`src/rtl/iob_pkg.sv`:
```
// Shared types and constants for the I/O bus master sequencer.
//   iob_state_e  : bus-cycle sequencer states
//   IOB_TOUT_MAX : default S_STRB timeout in CLK cycles
//   IOB_RECOV    : default idle recovery cycles after strobe negation
//   IOB_E_PERIOD : 6800 E clock period in CLK cycles
package iob_pkg;

  typedef enum logic [2:0] {
    S_IDLE = 3'd0,
    S_ADDR = 3'd1,
    S_AS   = 3'd2,
    S_STRB = 3'd3,
    S_VMA  = 3'd4,
    S_TERM = 3'd5,
    S_NEG  = 3'd6
  } iob_state_e;

  localparam int IOB_TOUT_MAX = 200;
  localparam int IOB_RECOV    = 2;
  localparam int IOB_E_PERIOD = 10;

endpackage

```
`src/rtl/iob_sync2.sv`:
```
// Two-flop synchronizer for asynchronous I/O bus inputs.
//   CLK   : destination clock
//   nRES  : async active-low reset, flops load RST_VAL
//   d     : asynchronous input
//   q     : synchronized output (2 CLK latency)
module iob_sync2
  import iob_pkg::*;
#(
  parameter logic RST_VAL = 1'b1
) (
  input  logic CLK,
  input  logic nRES,
  input  logic d,
  output logic q
);

  logic s1;

  always_ff @(posedge CLK or negedge nRES) begin
    if (!nRES) begin
      s1 <= RST_VAL;
      q  <= RST_VAL;
    end else begin
      s1 <= d;
      q  <= s1;
    end
  end

endmodule

```
`src/rtl/iob_master.sv`:
```
// I/O bus master sequencer. Takes one read/write request at a time from the
// FSB-side bridge and runs a 68000-style async bus cycle (AS/DS, DTACK) or a
// VPA/E-clock synchronous cycle, reporting IOACT/IODONE/IOBERR back.
//   CLK, nRES             : I/O bus clock, async active-low reset
//   IORDREQ/IOWRREQ       : level requests, held until IOACT seen
//   IOL0/IOU0             : byte strobes from FIFO primary level
//   IOACT/IODONE/IOBERR   : progress / data phase done / bus error
//   IOBUS_nAS/nLDS/nUDS   : bus strobes; IOBUS_RnW direction (1 = read)
//   nAoutOE/nDoutOE       : address / write-data output enables
//   nDinLE                : read-data latch enable (rising edge latches)
//   nDTACK/nVPA/nBERR/E   : async bus inputs, synchronized internally
// Build option: define IOBM_TIMEOUT_EN to build the S_STRB timeout counter;
// without it S_STRB waits indefinitely for DTACK/VPA/BERR.
module iob_master
  import iob_pkg::*;
#(
  parameter int TOUT_W   = 8,
  parameter int TOUT_MAX = IOB_TOUT_MAX,
  parameter int RECOV    = IOB_RECOV
) (
  input  logic CLK,
  input  logic nRES,
  input  logic IORDREQ,
  input  logic IOWRREQ,
  input  logic IOL0,
  input  logic IOU0,
  output logic IOACT,
  output logic IODONE,
  output logic IOBERR,
  output logic IOBUS_nAS,
  output logic IOBUS_nLDS,
  output logic IOBUS_nUDS,
  output logic IOBUS_RnW,
  output logic nAoutOE,
  output logic nDoutOE,
  output logic nDinLE,
  input  logic nDTACK,
  input  logic nVPA,
  input  logic nBERR,
  input  logic E
);

  localparam int REC_W = (RECOV < 2) ? 1 : $clog2(RECOV + 1);

  iob_state_e       state, state_nxt;
  logic             dtack_n_s, vpa_n_s, berr_n_s, e_s, e_prev, efall;
  logic             rnw_q, l_q, u_q, err_q, vma_half;
  logic [REC_W-1:0] rec_cnt;
  logic             req, tout_hit, term_err;

  iob_sync2 #(.RST_VAL(1'b1)) u_sync_dtack (.CLK(CLK), .nRES(nRES), .d(nDTACK), .q(dtack_n_s));
  iob_sync2 #(.RST_VAL(1'b1)) u_sync_vpa   (.CLK(CLK), .nRES(nRES), .d(nVPA),   .q(vpa_n_s));
  iob_sync2 #(.RST_VAL(1'b1)) u_sync_berr  (.CLK(CLK), .nRES(nRES), .d(nBERR),  .q(berr_n_s));
  iob_sync2 #(.RST_VAL(1'b0)) u_sync_e     (.CLK(CLK), .nRES(nRES), .d(E),      .q(e_s));

  assign efall = e_prev & ~e_s;
  assign req   = IORDREQ | IOWRREQ;

`ifdef IOBM_TIMEOUT_EN
  logic [TOUT_W-1:0] tout_cnt;

  always_ff @(posedge CLK or negedge nRES) begin
    if (!nRES)                tout_cnt <= '0;
    else if (state == S_STRB) tout_cnt <= tout_cnt + 1'b1;
    else                      tout_cnt <= '0;
  end

  // Fires on the TOUT_MAX-th cycle spent in S_STRB.
  assign tout_hit = (state == S_STRB) && (tout_cnt == TOUT_W'(TOUT_MAX - 1));
`else
  logic unused_tout_cfg;
  assign unused_tout_cfg = (TOUT_W > 0) ^ (TOUT_MAX > 0);
  assign tout_hit        = 1'b0;
`endif

  // State register
  always_ff @(posedge CLK or negedge nRES) begin
    if (!nRES) state <= S_IDLE;
    else       state <= state_nxt;
  end

  // Next state
  always_comb begin
    state_nxt = state;
    term_err  = 1'b0;
    case (state)
      S_IDLE: if (req && rec_cnt == '0) state_nxt = S_ADDR;
      S_ADDR: state_nxt = S_AS;
      S_AS:   state_nxt = S_STRB;
      S_STRB: begin
        if (!berr_n_s) begin
          state_nxt = S_TERM;
          term_err  = 1'b1;
        end else if (!dtack_n_s) begin
          state_nxt = S_TERM;
        end else if (!vpa_n_s) begin
          state_nxt = S_VMA;
        end else if (tout_hit) begin
          state_nxt = S_TERM;
          term_err  = 1'b1;
        end
      end
      S_VMA: begin
        // Second E fall after entry closes the 6800 cycle.
        if (!berr_n_s) begin
          state_nxt = S_TERM;
          term_err  = 1'b1;
        end else if (efall && vma_half) begin
          state_nxt = S_TERM;
        end
      end
      S_TERM: state_nxt = S_NEG;
      // Hold off until the slave has released DTACK/VPA so it cannot
      // terminate the next cycle early.
      S_NEG:  if (dtack_n_s && vpa_n_s) state_nxt = S_IDLE;
      default: state_nxt = S_IDLE;
    endcase
  end

  // Transfer attributes, error flag, E tracking and recovery counter
  always_ff @(posedge CLK or negedge nRES) begin
    if (!nRES) begin
      rnw_q    <= 1'b1;
      l_q      <= 1'b0;
      u_q      <= 1'b0;
      err_q    <= 1'b0;
      vma_half <= 1'b0;
      e_prev   <= 1'b0;
      rec_cnt  <= '0;
    end else begin
      e_prev <= e_s;
      if (term_err)             err_q <= 1'b1;
      else if (state == S_IDLE) err_q <= 1'b0;
      case (state)
        S_IDLE: begin
          if (rec_cnt != '0) begin
            rec_cnt <= rec_cnt - 1'b1;
          end else if (req) begin
            rnw_q <= IORDREQ;
            l_q   <= IOL0;
            u_q   <= IOU0;
          end
        end
        S_VMA: if (efall) vma_half <= 1'b1;
        S_NEG: begin
          vma_half <= 1'b0;
          if (state_nxt == S_IDLE) rec_cnt <= REC_W'(RECOV);
        end
        default: ;
      endcase
    end
  end

  // Outputs decode straight from the state register so an async reset
  // releases every strobe immediately.
  always_comb begin
    IOACT      = 1'b1;
    IODONE     = 1'b0;
    IOBERR     = 1'b0;
    IOBUS_nAS  = 1'b1;
    IOBUS_nLDS = 1'b1;
    IOBUS_nUDS = 1'b1;
    IOBUS_RnW  = rnw_q;
    nAoutOE    = 1'b0;
    nDoutOE    = rnw_q;
    nDinLE     = 1'b1;
    case (state)
      S_IDLE: begin
        IOACT     = 1'b0;
        IOBUS_RnW = 1'b1;
        nAoutOE   = 1'b1;
        nDoutOE   = 1'b1;
      end
      S_ADDR: ;
      S_AS: begin
        // Reads strobe data with AS; writes wait a cycle for data setup.
        IOBUS_nAS  = 1'b0;
        IOBUS_nLDS = ~(rnw_q & l_q);
        IOBUS_nUDS = ~(rnw_q & u_q);
      end
      S_STRB, S_VMA: begin
        IOBUS_nAS  = 1'b0;
        IOBUS_nLDS = ~l_q;
        IOBUS_nUDS = ~u_q;
      end
      S_TERM: begin
        IOBUS_nAS  = 1'b0;
        IOBUS_nLDS = ~l_q;
        IOBUS_nUDS = ~u_q;
        IODONE     = 1'b1;
        IOBERR     = err_q;
        nDinLE     = ~rnw_q;
      end
      S_NEG: begin
        nDoutOE = 1'b1;
        IOBERR  = err_q;
      end
      default: begin
        IOACT     = 1'b0;
        IOBUS_RnW = 1'b1;
        nAoutOE   = 1'b1;
        nDoutOE   = 1'b1;
      end
    endcase
  end

endmodule

```
`config.mk`:
```
export PLATFORM = sky130hd
export DESIGN_NAME = iob_master
export DESIGN_NICKNAME = d
export VERILOG_FILES = /design/src/rtl/iob_pkg.sv /design/src/rtl/iob_sync2.sv /design/src/rtl/iob_master.sv
export SDC_FILE = /design/constraint.sdc
export NUM_CORES = 1
export LEC_CHECK = 0
export CAP_MARGIN = 5
export CORE_MARGIN = 1.5
export CORE_UTILIZATION = 45
export CTS_BUF_LIST = sky130_fd_sc_hd__clkbuf_2
export CTS_CLUSTER_SIZE = 10
export DETAILED_ROUTE_END_ITERATION = 8
export HOLD_SLACK_MARGIN = 0.02
export PLACE_DENSITY = 0.77
export SLEW_MARGIN = 20
export SYNTH_ARGS = -nofsm -noshare
export SYNTH_HDL_FRONTEND = slang
export SYNTH_SLANG_ARGS = --single-unit
```
`constraint.sdc`:
```
create_clock -name CLK -period 1.8 [get_ports CLK]
set_input_delay 0.27 -clock CLK [delete_from_list [all_inputs] [get_ports CLK]]
set_output_delay 0.27 -clock CLK [all_outputs]
set_load 0.01 [all_outputs]
```
# Word level (Yosys, flattened, before mapping)
# Index checks and enable logic that the tools add are counted.
# W data, S select, Z words.
dict set report op_classes {
  add_sub_neg 1
  mul 0
  div 0
  order_cmp 0
  eq_ne 9
  n_shift 0
  n_mux 27
  n_bitwise 11
  n_reduce_logical 19
}
# op count
set ops {}
lappend ops {{$mux W3} 7}
lappend ops {{$pmux W3 S7} 1}
lappend ops {{$mux W1} 13}
lappend ops {{$eq A3 B3 Y1 const B} 3}
lappend ops {{$reduce_bool A2 Y1} 4}
lappend ops {{$not A1 Y1} 7}
lappend ops {{$eq A3 B2 Y1 const B} 2}
lappend ops {{$logic_not A3 Y1} 2}
lappend ops {{$pmux W1 S2} 3}
lappend ops {{$reduce_and A3 Y1} 2}
lappend ops {{$reduce_or A6 Y1} 1}
lappend ops {{$reduce_or A5 Y1} 1}
lappend ops {{$mux W2} 2}
lappend ops {{$ne A2 B2 Y1 const B} 2}
lappend ops {{$pmux W2 S2} 1}
lappend ops {{$reduce_or A2 Y1} 2}
lappend ops {{$reduce_or A4 Y1} 1}
lappend ops {{$and A1 B1 Y1} 3}
lappend ops {{$eq A3 B1 Y1 const B} 1}
lappend ops {{$logic_and A1 B1 Y1} 3}
lappend ops {{$reduce_or A3 Y1} 1}
lappend ops {{$logic_not A2 Y1} 1}
lappend ops {{$ne A2 B1 Y1 const B} 1}
lappend ops {{$reduce_and A2 Y1} 1}
lappend ops {{other kinds (2)} 2}
dict set report word_totals {
  register_bits 19
  latch_bits 0
  mem_bits_rw 0
  rom_bits 0
  inputBits 10
  out_inout_bits 10
  mem_count 0
}

# Depth between registers and ports, before layout
dict set report depth {
  ltp_word 9
  depth_mapped 6
}

# Hierarchy
# From an unflattened synthesis, not the netlist that was laid out.
dict set report hier_totals {
  hier_cells 82
  hier_area_um2 924.6
}
# module n_inst cells_each area_each_um2 seq_area_each_um2
set modules_own_cells {}
lappend modules_own_cells {iob_master 1 74 716.9 276.5}
lappend modules_own_cells {{iob_sync2 (u_sync_berr ...)} 3 2 52.6 52.6}
lappend modules_own_cells {{iob_sync2 (u_sync_e)} 1 2 50.0 50.0}

# Least setup slack after synthesis
# No wires, ideal clock.
dict set report synth_timing {
  kind {reg-to-output}
  from {register state[2]}
  to {output IOBUS_RnW}
  arrival_ns 1.353
  slack_ns 0.177
  path_stages_with_launch 6
  path_buffers 1
  path_cell_list {dfrtp_1 buf_2 inv_1 ha_1 nor3_2 or2_2}
}
dict set report synth_via {
  elab_chain_len 3
  word_cells_on_any_way 8
  classes_between {eq/ne: 6; mux: 1; reduce/logical: 1}
}
# element line_no
set synth_lines {}
lappend synth_lines {{start, declared} iob_master.sv:45} ;# iob_state_e state, state_nxt;
lappend synth_lines {{start signal, assigned} iob_master.sv:79} ;# else state <= state_nxt;
lappend synth_lines {{$eq A3 B3 Y1 (tied with other cells)} iob_master.sv:167} ;# case (state)
lappend synth_lines {{$reduce_or A6 Y1 (no line) (*)} n/a}
lappend synth_lines {{$mux W1 (*)} iob_master.sv:167}
lappend synth_lines {{end, declared} iob_master.sv:33} ;# output logic IOBUS_RnW,
# Every way passes the cells marked *; elsewhere a longest branch is shown, timed or not.

# Worst setup path after layout
dict set report layout_timing {
  from {register state[2]}
  to {output IOBUS_nLDS}
}
dict set report layout_via {
  elab_chain_len 3
  word_cells_on_any_way 6
  classes_between {eq/ne: 4; mux: 1; reduce/logical: 1}
}
# element line_no
set layout_lines {}
lappend layout_lines {{$eq A3 B3 Y1 or $eq A3 B2 Y1 (tied branches)} iob_master.sv:167}
lappend layout_lines {{$reduce_or A3 Y1 (no line)} n/a}
lappend layout_lines {{$pmux W1 S2 (*)} iob_master.sv:167}
lappend layout_lines {{end, declared} iob_master.sv:31} ;# output logic IOBUS_nLDS,
# Marks and branches as above.

==> results_dict.tcl <==
set metrics [dict create \
    hp-class "input port to asynchronous set/reset pin" \
    fin_skew_ps 1.27 \
    cts_buffers 3 \
    worstSetupPathType "register to primary output" \
    setup_ws_ps -4.75 \
    antennaDiodeCount 0 \
    postSynthAreaPerCell_um2 11.1 \
    grt_max_degree 20 \
    fin_cells 144 \
    overflow 0 \
    start_kind "register" \
    ir_drop_uv 965 \
    clock_sinks 19 \
    grt_pass1_wl_um 2970 \
    die_area_mm2 0.00232 \
    core_area_mm2 0.00194 \
    ant_nets 0 \
    hold_viol 0 \
    placed_cell_area_mm2 0.00120 \
    maxSlewViolCount 0 \
    violations "negative setup slack" \
    drt_iter0_markers 7 \
    setup_viol 1 \
    boundaryPins 20 \
    synthArstFlopShare_pct 100 \
    ys_seq_elements 19 \
    period_share_pct 100 \
    synthesis.area_um2 920 \
    wl_per_cell_um 13.8 \
    status "finished, violations left" \
    relSlewSlack_pct 70.6 \
    drc 0 \
    viasPerCell 5.01 \
    tightestPinTransition_ps 436 \
    grt_pass1_vias 694 \
    root_buffer "clkbuf_2" \
    grt_usage_pct 18.8 \
    max_cap_violations 0 \
    gp_congestion 0.740 \
    max-clock-path-buffers 2 \
    clk_latency_ps 300 \
    final_common_cell "buf_4" \
    rows 16 \
    fillers 163 \
    h-tree-depth 1 \
    synth-seq-area-share_pct 52.7 \
    synth_edf_count 0 \
    drive_gt1_share_pct 41.9 \
    yosysUniqueCellTypes 36 \
    final_cell_mix "11 x buf_4, 9 x nand2_1, 9 x dfrtp_1, 9 x clkdlybuf4s50_1, 7 x dfstp_2" \
    synth_fp_nets 96 \
    arrival_ps 1530 \
    path_max_fanout 5 \
    rsz0062_at_grt "yes" \
    dr_total_vias 722 \
    netlist_instances 83 \
    nets 131 \
    antenna_found_initial 0 \
    dpl.hpwl_um 1380 \
    powerDensity_mw_per_mm2 1680 \
    start_util_pct 47.4 \
    cts_tree "built" \
    port_buffers 19 \
    yosys_warnings 0 \
    stdcell_area_mm2 0.00128 \
    fmax_mhz 554 \
    setup_tns_ps -4.75 \
    clk_pin_slew_ps 170 \
    wl_um 1980 \
    reg2regPathDepth 5 \
    critPathRequiredTime_ps 1530 \
    leakagePower_nw 0.567 \
    drtPass1Iterations 4 \
    fin_crit_ps 1800 \
    whs_ps 263 \
    cp-end-kind "primary output" \
    finalPower_mw 2.16 \
    synth-main-ff-cell "dfrtp_1" \
    die_w_um 48.2 \
    areaGrowthSynthToFinish_pct 39.7 \
    die_h_um 48.2 \
    dp.cells 135 \
]
[logic make-up (layout without fill, tap and decap cells)]
kind of cell / count (synthesis) / in the layout / share of synthesized area (%)
multiplexers: 3 / 3 / 4.35
AO/OA/AOI/OAI: 19 / 19 / 14.2
AND/OR/NAND/NOR: 28 / 28 / 18.2
flip-flops: 19 / 19 / 52.7
adder cells (fa/ha/maj): 3 / 3 / 4.08
XOR/XNOR: 1 / 1 / 0.953
buffers and inverters: 10 / 44 / 5.58
[sequential cells by signal, summed over array words and instances (netlist names)]
signal,count
u_sync_dtack.s1,1
u_sync_dtack.q,1
u_q,1
rec_cnt,2
vma_half,1
err_q,1
u_sync_vpa.s1,1
u_sync_berr.s1,1
u_sync_e.s1,1
u_sync_e.q,1
u_sync_vpa.q,1
state,3
u_sync_berr.q,1
e_prev,1
l_q,1
rnw_q,1
[layer usage]
| metal | global-route usage [%] | routed length (um) |
|---|---|---|
| met1 | 22.8 | 781 |
| met2 | 33.9 | 1130 |
| met3 | 2.22 | 60 |
| met4 | 6.49 | 7 |
| met5 | 0 | 0 |
[final cells by class]
class / count / area (um^2) / area share, %
inverter: 6 / 22.5 / 1.75
multi-input combinational: 54 / 418 / 32.5
sequential: 19 / 488 / 38.0
timing repair buffer: 34 / 303 / 23.6
clock buffer: 3 / 15.0 / 1.17
clock inverter: 1 / 5.00 / 0.389
tap: 27 / 33.8 / 2.63
[Yosys cell counts (all sizes together), types with 2 or more instances]
master   n  share of area [%]
nor2     3                1.2
dfrtp   12                 33
a21oi    4                2.2
mux2     2                3.3
o21a     2                2.4
buf      4                3.1
and2     2                1.4
dfstp    7                 20
ha       3                4.1
inv      6                2.4
nand3    2                1.1
nor2b    3                2.0
nand2    9                3.7
o21ai    5                2.7
[final timing paths]
path	startpoint	end	slack, ps
worst max-delay path	state[2]	IOBUS_nLDS	-5
worst min-delay path	nRES	state[0]	260
worst max register to register	state[1]	l_q	120
worst min register to register	u_sync_dtack.s1	u_sync_dtack.q	370
max in group asynchronous	nRES	u_sync_berr.q	1270
min in group CLK	nDTACK	u_sync_dtack.s1	350
[metrics by stage]
| step | setup WS (ps) | util, % |
|---|---|---|
| after floorplan | 177 | - |
| after global placement | 21.4 | 61.9 |
| after detailed placement | -29.6 | 61.9 |
| after CTS | -132 | 64.3 |
| after global routing | -115 | 66.2 |
| final | -4.75 | 66.2 |
[repair_timing]
action | CTS | global route
setup endpoints to repair | 10 | 9
hold endpoints to repair | 0 | 0
buffers inserted | 3 | 2
hold buffers | 0 | 0
resized for setup | 25 | 24
pin swaps | 2 | 4
[worst max-delay path: stages (launching register included)]
cell and delay [ps]:
dfrtp_2 480, buf_6 130, nor2b_4 140, mux2i_2 270
nand2_1 70, buf_2 140
[where the power goes]
part / total [mW] / switching [mW] / internal [mW]
registers: 0.679 / 0.111 / 0.568
clock network: 0.177 / 0.127 / 0.0503
logic: 1.30 / 0.591 / 0.709
Note: power is estimated with default switching activity, not from simulation.
==> RTL edit, RTL diff (config.mk and constraints unchanged) <==
Change the package constant `IOB_RECOV` from 2 to 4.
--- a/src/rtl/iob_pkg.sv
+++ b/src/rtl/iob_pkg.sv
@@ -16,7 +16,7 @@
   } iob_state_e;
 
   localparam int IOB_TOUT_MAX = 200;
-  localparam int IOB_RECOV    = 2;
+  localparam int IOB_RECOV    = 4;
   localparam int IOB_E_PERIOD = 10;
 
 endpackage
Behaviour: not the same (a bounded check fails within 10 cycles, from zero or initial values).
==> RTL edit against the original RTL <==
  * The run still ends with negative setup slack left
  * First-iteration DRC count rose by 71%
  * Total power increased by 3.2%
  * Routed wire length increased by 3.0%
  * Setup slack worse by 0.025 ns
  * Clock skew grew 0.024 ns
  * Clock power increased by 86%
  * Sequential cell count up 1
  * Cell area decreased by 0.88%
  * Hold slack lost 0.017 ns
  * Synthesized area up 2.0%
  * Largest power group unchanged
==> RTL edit: results (changes against the original RTL) <==
Status -> finished with violations
Failing checks -> negative setup slack
Share of cells above drive strength 1 -> 36.21% (-5.7 points)
DR WL/cell -> 14.27 um (+3.8%)
Reg2reg end -> u_q$_DFFE_PN0P_
Drt first pass iters -> 3 (-1)
Reg-to-reg startpoint -> rec_cnt[0]$_DFFE_PN0P_
First-pass GRT wire length -> 3.318 mm (+12%)
Vias/cell -> 5.399 (+7.7%)
Final nets -> 129 (-1.5%)
CTS Buf Count -> 3 (unchanged)
Sequential area share after synthesis -> 54.27% (+1.6 points)
Register clock-pin slew on the reported worst setup and hold paths -> 0.20 ns (+0.03 ns)
Worst Max-Slew Pin Slew -> 0.2826 ns (-0.1537 ns)
Tcrit/Tclk final -> 101.7% (+1.4 points)
Count of final setup violators -> 2 (+1)
Type of the most critical hold path -> in -> async
GP Congestion -> 0.7552 (+2.0%)
Biggest regs -> rec_cnt x3, state x3
Final TNS setup -> -0.04189 ns (-0.03714 ns)
DR vias -> 772 (+6.9%)
Reg2Reg Depth -> 6 (+1)
Yosys warnings -> 0 (unchanged)
Setup WS post-layout -> -0.03000 ns (-0.02525 ns)
Synth top area cells -> dfrtp_1 35%, dfstp_2 20%, o21ai_0 3.2%, mux2_4 3.2%, nor2_1 2.8%
Later-pin clock latency in the skew report -> 0.33 ns (+0.03 ns)
Peak fanout along the critical path -> 6 (+1)
Number of global-route vias before repair -> 781 (+13%)
# diodes -> 0 (unchanged)
CP Data Arrival Time -> 1.56 ns (+0.03 ns)
CTS H-tree lvls -> 1 (unchanged)
Gr usage total -> 18.25% (-0.50 points)
Post-Syn Nets -> 99 (+3.1%)
Post-synth top cells -> 13 x dfrtp_1, 7 x dfstp_2, 7 x nor2_1
Clock skew -> 0.02519 ns (+0.02392 ns)
Largest net degree at the start of global routing -> 21 (+5.0%)
Filler cell count -> 173 (+6.1%)
Post-DP HPWL -> 1.360 mm (-1.8%)
Netlist cell types -> 33 (-8.3%)
Initial drt markers -> 12 (+5)
Switch Pwr -> 0.8618 mW (+4.0%)
Cells after Synth -> 87 (+4.8%)
VDD IR-drop max -> 0.8726 mV (-9.6%)
Leakage power -> 0.5647 nW (-0.41%)
FF-to-FF setup slack -> 0.12 ns (about the same)
Clk Tree Root Cell -> clkbuf_2
==> RTL edit: power by group through the flow <==
stage	sequential [mW]	clock (mW)	combinational (mW)
global placement	0.711	0	1.04
floorplan	0.678	0	0.672
global route	0.755	0.355	1.27
detailed placement	0.714	0	1.07
finish	0.738	0.330	1.16
CTS	0.710	0.331	1.06
==> RTL edit: what timing repair did <==
item                                    4_1_cts  5_1_grt
resized for setup                            25       15
endpoints found under the setup margin       10       10
hold buffers                                  0        0
setup buffers                                 3        1
pin swaps                                     0        3
==> RTL edit: cell families after synthesis <==
logic type | Yosys count | share of synthesized area [%]
simple gates | 32 | 19.33
compound gates | 20 | 14.40
flops | 20 | 54.27
buf+inv | 10 | 5.199
mux | 2 | 3.200
fa+ha+maj | 2 | 2.666
xor+xnor | 1 | 0.9335
==> RTL edit: routing by layer <==
metal  vias to the layer above  global-route usage, %  part of all wire, %
li1                        362                      -                    -
met1                       383                  20.88                   44
met2                        21                  31.74                   51
met3                         6                  5.247                  3.7
met4                         0                  7.619                  1.9
met5                         -                      0                    0
==> RTL edit: metrics by stage <==
| step | hold WS (ns) | setup slack (ns) | instance area [um2] |
|---|---|---|---|
| after floorplan | -0.02559 | 0.2916 | 938.4 |
| after global placement | 0.3437 | 0.1074 | 1181 |
| after detailed placement | 0.3457 | 0.06453 | 1181 |
| after CTS | 0.2724 | 0.02081 | 1241 |
| after global routing | 0.2530 | -0.07550 | 1274 |
| final | 0.2465 | -0.03000 | 1274 |
==> RTL edit: how the worst max path moves through the flow <==
stage                           startpoint  depth (start not counted)  slack (ns)              end
floorplan           rec_cnt[0]$_DFFE_PN0P_                          6        0.29  l_q$_DFFE_PN0P_
global placement        state[2]$_DFF_PN0_                          3        0.11          nDoutOE
detailed placement      state[2]$_DFF_PN0_                          3        0.06          nDoutOE
CTS                     state[1]$_DFF_PN0_                          4        0.02           nDinLE
global route            state[1]$_DFF_PN0_                          5       -0.08       IOBUS_nLDS
finish                  state[2]$_DFF_PN0_                          5       -0.03       IOBUS_nLDS
==> RTL edit: final cells by class <==
type                       instances  area, um2  area share [%]
multi-input combinational         57      422.9           33.20
tap                               27      33.78           2.652
inverter                           6      22.52           1.768
clock inverter                     1      30.03           2.358
sequential                        20      513.0           40.28
timing repair buffer              29      236.5           18.57
clock buffer                       3      15.01           1.179
==> RTL edit: worst max-delay path, cell delays in order (launching register included) <==
cell and delay, ns:
dfrtp_2 0.50, and2b_2 0.24, buf_6 0.12, o21bai_4 0.16
nand2_1 0.07, buf_2 0.13
